File: src/rtl/rom_arbiter_if.sv
// rom_arbiter_if
// Bundles the requester-side handshake and the shared ROM port of the
// rom_arbiter into one interface.
//   req          requester read requests, level, held until ack
//   addr         packed requester addresses, requester i at [i*ADDR_W +: ADDR_W]
//   ack          one-hot, one-cycle pulse marking rd_data valid for a requester
//   rd_data      read data returned to the acknowledged requester
//   busy         high while a ROM read is in flight
//   rom_address  registered address driven to the shared ROM
//   rom_q        data coming back from the shared ROM
// The slave modport is the arbiter's view; master is the environment's view.
interface rom_arbiter_if #(
    parameter int N_REQ  = 4,
    parameter int ADDR_W = 5,
    parameter int DATA_W = 8
);
    logic [N_REQ-1:0]        req;
    logic [N_REQ*ADDR_W-1:0] addr;
    logic [N_REQ-1:0]        ack;
    logic [DATA_W-1:0]       rd_data;
    logic                    busy;
    logic [ADDR_W-1:0]       rom_address;
    logic [DATA_W-1:0]       rom_q;

    modport slave (
        input  req,
        input  addr,
        input  rom_q,
        output ack,
        output rd_data,
        output busy,
        output rom_address
    );

    modport master (
        output req,
        output addr,
        output rom_q,
        input  ack,
        input  rd_data,
        input  busy,
        input  rom_address
    );
endinterface

File: src/rtl/rom_arbiter.sv
// rom_arbiter
// Round-robin arbiter that lets N_REQ requesters share a single ROM with a
// fixed read latency of ROM_LAT cycles. Only one ROM read is outstanding at a
// time; each read walks IDLE -> WAIT -> RESP and returns to IDLE.
//   clk    single rising-edge clock
//   reset  synchronous, active-high reset
//   bus    rom_arbiter_if.slave: req/addr in, ack/rd_data/busy out,
//          rom_address out to the ROM, rom_q back from the ROM
module rom_arbiter #(
    parameter int N_REQ   = 4,
    parameter int ADDR_W  = 5,
    parameter int DATA_W  = 8,
    parameter int ROM_LAT = 1
) (
    input  logic           clk,
    input  logic           reset,
    rom_arbiter_if.slave   bus
);

    localparam int PTR_W = (N_REQ > 1) ? $clog2(N_REQ) : 1;

    typedef enum logic [1:0] {
        IDLE,
        WAIT,
        RESP
    } state_t;

    state_t              state;
    state_t              state_next;
    logic [PTR_W-1:0]    owner;
    logic [PTR_W-1:0]    rr_ptr;
    logic [PTR_W-1:0]    pick;
    logic [1:0]          lat_cnt;
    logic [DATA_W-1:0]   rd_data_r;
    logic [ADDR_W-1:0]   rom_address_r;
    logic [N_REQ-1:0]    ack_c;
    logic                busy_c;

    // First requester with req set, searching cyclically from the pointer.
    function automatic logic [PTR_W-1:0] rr_pick(input logic [N_REQ-1:0] r,
                                                 input logic [PTR_W-1:0] p);
        logic [PTR_W-1:0] sel;
        logic             hit;
        int               idx;
        sel = p;
        hit = 1'b0;
        for (int k = 0; k < N_REQ; k++) begin
            idx = (int'(p) + k) % N_REQ;
            if (!hit && r[idx]) begin
                hit = 1'b1;
                sel = PTR_W'(idx);
            end
        end
        return sel;
    endfunction

    assign pick = rr_pick(bus.req, rr_ptr);

    // State register.
    always_ff @(posedge clk) begin
        if (reset) begin
            state <= IDLE;
        end else begin
            state <= state_next;
        end
    end

    // Next state and the decoded outputs. The ack pulse is masked by reset so
    // that a reset landing in the RESP cycle aborts without any visible ack.
    always_comb begin
        state_next = state;
        ack_c      = '0;
        busy_c     = 1'b0;
        case (state)
            IDLE: begin
                if (|bus.req) begin
                    state_next = WAIT;
                end
            end
            WAIT: begin
                busy_c = 1'b1;
                if (lat_cnt == 2'd0) begin
                    state_next = RESP;
                end
            end
            RESP: begin
                busy_c     = 1'b1;
                state_next = IDLE;
                if (!reset) begin
                    ack_c[owner] = 1'b1;
                end
            end
            default: begin
                state_next = IDLE;
            end
        endcase
    end

    // Datapath. The WAIT count starts at ROM_LAT on the cycle rom_address is
    // first presented and the capture happens once it has run down to zero,
    // which is exactly the cycle the ROM's data for that address arrives.
    always_ff @(posedge clk) begin
        if (reset) begin
            owner         <= '0;
            rr_ptr        <= '0;
            lat_cnt       <= '0;
            rd_data_r     <= '0;
            rom_address_r <= '0;
        end else begin
            case (state)
                IDLE: begin
                    if (|bus.req) begin
                        owner         <= pick;
                        rom_address_r <= bus.addr[int'(pick)*ADDR_W +: ADDR_W];
                        lat_cnt       <= 2'(ROM_LAT);
                    end
                end
                WAIT: begin
                    if (lat_cnt == 2'd0) begin
                        rd_data_r <= bus.rom_q;
                    end else begin
                        lat_cnt <= lat_cnt - 2'd1;
                    end
                end
                RESP: begin
                    rr_ptr <= (owner == PTR_W'(N_REQ - 1)) ? '0 : owner + 1'b1;
                end
                default: begin
                end
            endcase
        end
    end

    assign bus.ack         = ack_c;
    assign bus.busy        = busy_c;
    assign bus.rd_data     = rd_data_r;
    assign bus.rom_address = rom_address_r;

endmodule
File: src/flat_wrapper.sv
// flat-port wrapper written by rule: the top's interface ports become plain ports
module rom_arbiter_flat 
#(
    parameter int N_REQ   = 4,
    parameter int ADDR_W  = 5,
    parameter int DATA_W  = 8,
    parameter int ROM_LAT = 1
)
  (clk, reset, bus_req, bus_addr, bus_rom_q, bus_ack, bus_rd_data, bus_busy, bus_rom_address);
  rom_arbiter_if #(.N_REQ(N_REQ), .ADDR_W(ADDR_W), .DATA_W(DATA_W)) bus_i ();
  input  logic clk;
  input  logic reset;
  input wire logic [$bits(bus_i.req)-1:0] bus_req;
  input wire logic [$bits(bus_i.addr)-1:0] bus_addr;
  input wire logic [$bits(bus_i.rom_q)-1:0] bus_rom_q;
  output wire logic [$bits(bus_i.ack)-1:0] bus_ack;
  output wire logic [$bits(bus_i.rd_data)-1:0] bus_rd_data;
  output wire logic [$bits(bus_i.busy)-1:0] bus_busy;
  output wire logic [$bits(bus_i.rom_address)-1:0] bus_rom_address;
  assign bus_i.req = bus_req;
  assign bus_i.addr = bus_addr;
  assign bus_i.rom_q = bus_rom_q;
  assign bus_ack = bus_i.ack;
  assign bus_rd_data = bus_i.rd_data;
  assign bus_busy = bus_i.busy;
  assign bus_rom_address = bus_i.rom_address;
  rom_arbiter #(.N_REQ(N_REQ), .ADDR_W(ADDR_W), .DATA_W(DATA_W), .ROM_LAT(ROM_LAT)) u_core (.clk(clk), .reset(reset), .bus(bus_i));
endmodule
File: config.mk
export PLATFORM = sky130hd
export DESIGN_NAME = rom_arbiter_flat
export DESIGN_NICKNAME = d
export VERILOG_FILES = /design/src/rtl/rom_arbiter_if.sv /design/src/rtl/rom_arbiter.sv /design/src/flat_wrapper.sv
export SDC_FILE = /design/constraint.sdc
export NUM_CORES = 1
export LEC_CHECK = 0
export CAP_MARGIN = 30
export CELL_PAD_IN_SITES_DETAIL_PLACEMENT = 1
export CELL_PAD_IN_SITES_GLOBAL_PLACEMENT = 1
export CORE_UTILIZATION = 31
export DETAILED_ROUTE_END_ITERATION = 6
export PLACE_DENSITY_LB_ADDON = 0.2
export SLEW_MARGIN = 20
export SYNTH_ARGS = -nofsm -noshare
export SYNTH_HDL_FRONTEND = slang
export SYNTH_SLANG_ARGS = --single-unit
File: constraint.sdc
create_clock -name clk -period 3.5 [get_ports clk]
set_input_delay 0.7 -clock clk [delete_from_list [all_inputs] [get_ports clk]]
set_output_delay 0.7 -clock clk [all_outputs]
set_load 0.03 [all_outputs]
After elaboration in Yosys (flattened, before gate mapping) --
Index checks and enable logic that the tools add are counted.
Storage, ports and cells: register bits 21, input bits 34, output and inout bits 18, logic and storage cells 75
Cells by class: add/sub/neg operators 5, multiply operators 1, $lt $le $gt $ge 6, eq/ne operators 6, shift-type cells 1, muxes and demuxes 28, bitwise gates (word level) 3, reduce and logical (&&, ||, !) cells 19
Operator list (number):
- 20-bit by 32-bit indexed part select with 5-bit output | 1
- 2-bit two-way mux | 7
- 3-bit by 4-bit < comparator with 1-bit output, second input constant | 3
- 1-bit two-way mux | 12
- 1-bit binary-select mux with 2-bit select | 4
- 4-bit two-way mux | 2
- 2-bit case mux with 2 select lines | 2
- 2-bit OR reduction | 4
- 2-bit by 3-bit < comparator with 1-bit output, second input constant | 2
- 2-bit AND reduction | 3
- 2-bit by 3-bit multiplier with 5-bit output, second input constant | 1
- 2-bit by 1-bit adder with 2-bit output, second input constant | 2
- 2-bit adder, second input constant | 2
- 2-bit equality test, second input constant | 2
- 1-bit logical AND | 4
- 2-bit logical NOT | 2
- 2-bit by 1-bit != test with 1-bit output, second input constant | 2
- 4-bit OR reduction | 1
- 1-bit bitwise AND, first input constant | 3
- 1-bit logical NOT | 3
- 3-bit AND reduction | 1
- 1-bit demux with 2-bit select | 1
- 2-bit by 1-bit equality test with 1-bit output, second input constant | 1
- 2-bit by 1-bit greater-or-equal comparator with 1-bit output, second input constant | 1
- other kinds (3) | 3

Logic depth before layout (Yosys ltp) --
depth in word-level cells 16, depth in mapped cells 7, gate-level depth less buffers 6

Worst setup path before layout --
OpenSTA, ideal clock, no wires.
path kind in2out, start input port reset, end output port bus_ack[0], arrival time 1.354 ns, data required time 2.800 ns, setup slack 1.446 ns, stages on the path 3, buffers on the path 1, cell sequence clkbuf_1 nor2b_1 and2_1
On the way: cells in the longest elaborated chain, start to end 2
RTL lines:
- from (decl) | RTL line flat_wrapper.sv:12 | input logic reset;
- 4-bit two-way mux | RTL line rom_arbiter.sv:89 | if (!reset) begin
- 4-bit two-way mux | RTL line rom_arbiter.sv:74 | case (state)
- to (decl) | RTL line flat_wrapper.sv:16 | output wire logic [$bits(bus_i.ack)-1:0] bus_ack;
No other way between the ends.

Worst setup path after layout --
Same ends and word-level chain as after synthesis.

==> results_tabular.tex <==
\begin{tabular}{lr}
\hline
Metric & Value \\
\hline
\multicolumn{2}{l}{\textbf{Status}} \\
\quad Outcome & finished, final reports clean \\
\multicolumn{2}{l}{\textbf{Layout}} \\
\quad Sequential cell area & 420 um2 \\
\quad Core utilization of the finished layout & 49.2\% \\
\quad Most common cell after layout, fill and taps aside & clkdlybuf4s50\_1 \\
\quad Area of all placed cells without fillers & 1860 um2 \\
\quad Synth-to-layout area growth & 48.8\% \\
\quad Antenna fix cells & 0 \\
\quad Fraction of final layout cells with drive strength greater than 1 & 6.40\% \\
\quad Final standard cell count with taps included and fillers excluded & 251 \\
\quad Leading cell types in the layout, fill and taps excluded & 51 x clkdlybuf4s50\_1, 21 x dfxtp\_1, 14 x nand2\_1 \\
\quad Count of filler cells inserted in the layout & 432 \\
\quad Final net count & 246 \\
\quad Area of combinational cells with multiple inputs & 767 um2 \\
\multicolumn{2}{l}{\textbf{Global route}} \\
\quad Leftover overflow at the end of global routing & 0 \\
\quad Maximum number of pins on one net before global-route repair & 19 \\
\quad Antenna violations before repair & 0 \\
\quad Via count of the first global-routing pass & 1335 \\
\quad Total routing usage reported by global routing & 17.6\% \\
\quad First-pass GRT wire length & 5780 um \\
\multicolumn{2}{l}{\textbf{STA}} \\
\quad Pin slew with the least headroom to its limit & 610 ps \\
\quad Slew Limit Fails & 0 \\
\quad Final min period & 2850 ps \\
\quad Setup violations, final & 0 \\
\quad Worst setup skew after layout & 5.76 ps \\
\quad Final count of hold timing violations & 0 \\
\quad Max Freq & 0.351 GHz \\
\quad Fin crit share & 81.3\% \\
\quad Setup repair after global routing missed its margin & no \\
\quad Relative slew slack & 58.9\% \\
\quad Final total negative setup slack & 0 ps \\
\multicolumn{2}{l}{\textbf{Floorplanning}} \\
\quad Number of standard-cell rows in the floorplan & 22 \\
\quad Die boundary height & 65.4 um \\
\quad Area of the placeable core & 3770 um2 \\
\quad I/O pin count & 52 \\
\quad Starting utilization of the core area & 33.1\% \\
\quad Die outline width & 65.4 um \\
\quad Floorplan die area & 4280 um2 \\
\multicolumn{2}{l}{\textbf{Hold path}} \\
\quad Worst min-delay path class & flop to flop \\
\quad Hold path startpoint & u\_core.bus.rd\_data[5]\$\_SDFFE\_PP0P\_ \\
\multicolumn{2}{l}{\textbf{Drt}} \\
\quad Iteration count of the initial detailed-routing pass & 2 \\
\quad WL/cell & 13.8 um \\
\quad Detailed router's first-iteration violation count & 18 \\
\quad DR vias & 1272 \\
\quad Total detailed-routing wirelength & 3470 um \\
\quad Drt via density & 5.07 \\
\quad Residual DRC & 0 \\
\quad Count of nets left with antenna violations after detail routing & 0 \\
\multicolumn{2}{l}{\textbf{Critical path}} \\
\quad Crit path required time & 2800 ps \\
\quad Crit Path Category & input pin to primary output \\
\quad Signal arrival time at the worst endpoint & 2150 ps \\
\quad Most numerous cell on the critical path & clkdlybuf4s50\_1 \\
\quad Critical path launch point type & input pin \\
\quad Library cell contributing the largest single delay on the critical path & clkdlybuf4s50\_1 \\
\quad Highest cell delay on the worst timing path & 660 ps \\
\quad Kind of end point of the critical path & primary output \\
\quad CP Cell Sequence & clkdlybuf4s50\_1 -> nor2b\_1 -> and2\_1 -> clkdlybuf4s50\_1 \\
\quad Reg-to-reg startpoint & u\_core.rr\_ptr[0]\$\_SDFFE\_PP0P\_ \\
\quad WP buf/inv & 2 \\
\quad Kind of cell adding the most delay to the critical path & buffers and inverters \\
\quad Critical path startpoint & reset \\
\quad Critical-path maximum fanout & 4 \\
\multicolumn{2}{l}{\textbf{Synth}} \\
\quad Synth Cell Area & 1250 um2 \\
\quad Average size of a mapped cell & 8.26 um2 \\
\quad Number of synthesized register bits & 21 \\
\quad Count of yosys warnings during synthesis & 0 \\
\quad Register area share after synthesis & 33.7\% \\
\quad Gate count after technology mapping & 151 \\
\quad Number of nets produced by synthesis & 193 \\
\quad Count of different cell masters after synthesis & 34 \\
\multicolumn{2}{l}{\textbf{Flow run}} \\
\quad Maximum Capacitance Violations & 0 \\
\multicolumn{2}{l}{\textbf{Clock tree}} \\
\quad Resized Gates After CTS & 0 \\
\quad Clock transition at the registers of the reported paths & 70 ps \\
\quad CTS Buffer Depth & 2 \\
\quad Maximum level of the CTS H-tree & 1 \\
\quad TritonCTS Buffers & 3 \\
\quad Post-CTS Hold Fix Bufs & 0 \\
\quad Clock tree root driver cell & clkbuf\_8 \\
\quad CTS tree & yes \\
\quad Number of setup buffers added after CTS & 0 \\
\quad Latest clock arrival within the worst-skew pair & 270 ps \\
\quad Number of clock sinks & 21 \\
\multicolumn{2}{l}{\textbf{Power}} \\
\quad IR Drop Worst-Case VDD & 0.000219 V \\
\quad Power density relative to cell area & 460 nW/um2 \\
\quad Leakage component of the power & 0.708 nW \\
\quad Pwr Total & 0.854 mW \\
\multicolumn{2}{l}{\textbf{Placed design}} \\
\quad Cell total after placement & 247 \\
\quad Count of buffers from port buffering & 51 \\
\quad Post-DP HPWL & 2790 um \\
\quad Placed cell area & 1810 um2 \\
\quad Placer congestion estimate & 0.705 \\
\hline
\end{tabular}
[where the power goes]
part	internal [mW]	leakage (nW)	total, mW	switching (mW)
Sequential	0.278	0.172	0.301	0.0228
Combinational	0.169	0.511	0.392	0.222
Clock	0.0795	0.0255	0.162	0.0825
Total	0.527	0.708	0.854	0.328
[registers in the layout, summed over array words and instances, names as in the netlist]
name and count:
u_core.lat_cnt 2, u_core.state 2, u_core.bus.rom_address 5, u_core.bus.rd_data 8, u_core.rr_ptr 2, u_core.owner 2
[final timing paths]
check	endpoint	slack, ps	cells past startpoint
setup / recovery	bus_ack[0]	650	4
hold / removal	u_core.bus.rd_data[5]$_SDFFE_PP0P_	460	2
setup reg to reg	u_core.bus.rom_address[0]$_SDFFE_PP0P_	1680	5
hold reg to reg	u_core.bus.rd_data[5]$_SDFFE_PP0P_	460	2
[cells by family (layout without fill, tap and decap cells)]
kind of cell	after synthesis	after routing	synth area share [%]
adders and majority gates	8	8	8.02
AOI/OAI and AO/OA	37	37	21.4
and+or+nand+nor	60	60	24.8
muxes	9	9	7.32
buffers and inverters	16	68	4.81
DFF	21	21	33.7
[layout make-up]
type                            instances  share of cell area (%)
Clock inverter                          1                   0.270
Tap cell                               48                    3.23
Clock buffer                            3                    2.22
Timing Repair Buffer                   52                    27.9
Sequential cell                        21                    22.6
Multi-Input combinational cell        114                    41.3
Inverter                               12                    2.43
[cell usage after synthesis]
master | number | area (um2)
a2111oi_2 | 2 | 30.0
a2111oi_4 | 1 | 27.5
a21o_1 | 1 | 7.51
a21oi_1 | 13 | 65.1
a221oi_1 | 1 | 8.76
a22oi_1 | 1 | 7.51
a31oi_1 | 4 | 25.0
and2_1 | 5 | 31.3
and3b_1 | 1 | 8.76
buf_1 | 1 | 3.75
clkbuf_1 | 3 | 11.3
dfxtp_1 | 21 | 420
ha_1 | 8 | 100
inv_1 | 12 | 45.0
mux2_2 | 1 | 11.3
mux2i_1 | 8 | 80.1
nand2_1 | 14 | 52.6
nand2b_1 | 4 | 25.0
nand3_1 | 12 | 60.1
nand4_1 | 1 | 6.26
nor2_1 | 9 | 33.8
nor2_2 | 1 | 6.26
nor2b_1 | 5 | 31.3
nor3_1 | 6 | 30.0
nor4_2 | 1 | 12.5
o21a_1 | 1 | 7.51
o21ai_0 | 4 | 20.0
o21ai_1 | 1 | 5.00
o21ai_2 | 1 | 8.76
o21bai_1 | 1 | 7.51
o221ai_1 | 3 | 26.3
o22ai_1 | 2 | 12.5
o31ai_1 | 1 | 7.51
or3_4 | 1 | 11.3
[layer usage]
| layer | routed length (um) | global-route usage (%) | vias up |
|---|---|---|---|
| met5 | 0 | 0 | - |
| met4 | 47 | 6.52 | 0 |
| met1 | 1530 | 19.5 | 596 |
| li1 | - | - | 638 |
| met2 | 1710 | 32.3 | 33 |
| met3 | 180 | 4.17 | 5 |
[tightest hold or removal path: cells and delay by family (launching register included)]
| kind | cells | cell delay (ps) |
|---|---|---|
| AND/OR/NAND/NOR | 1 | 50 |
| flip-flops | 1 | 310 |
| AO/OA/AOI/OAI | 1 | 50 |
[stage by stage]
| step | setup WS [ps] | hold WS (ps) |
|---|---|---|
| after floorplan | 1450 | 469 |
| after global placement | 697 | 441 |
| after detailed placement | 638 | 451 |
| after CTS | 629 | 462 |
| after global routing | 545 | 482 |
| final | 653 | 462 |
Power figures use the tool's default switching activity.
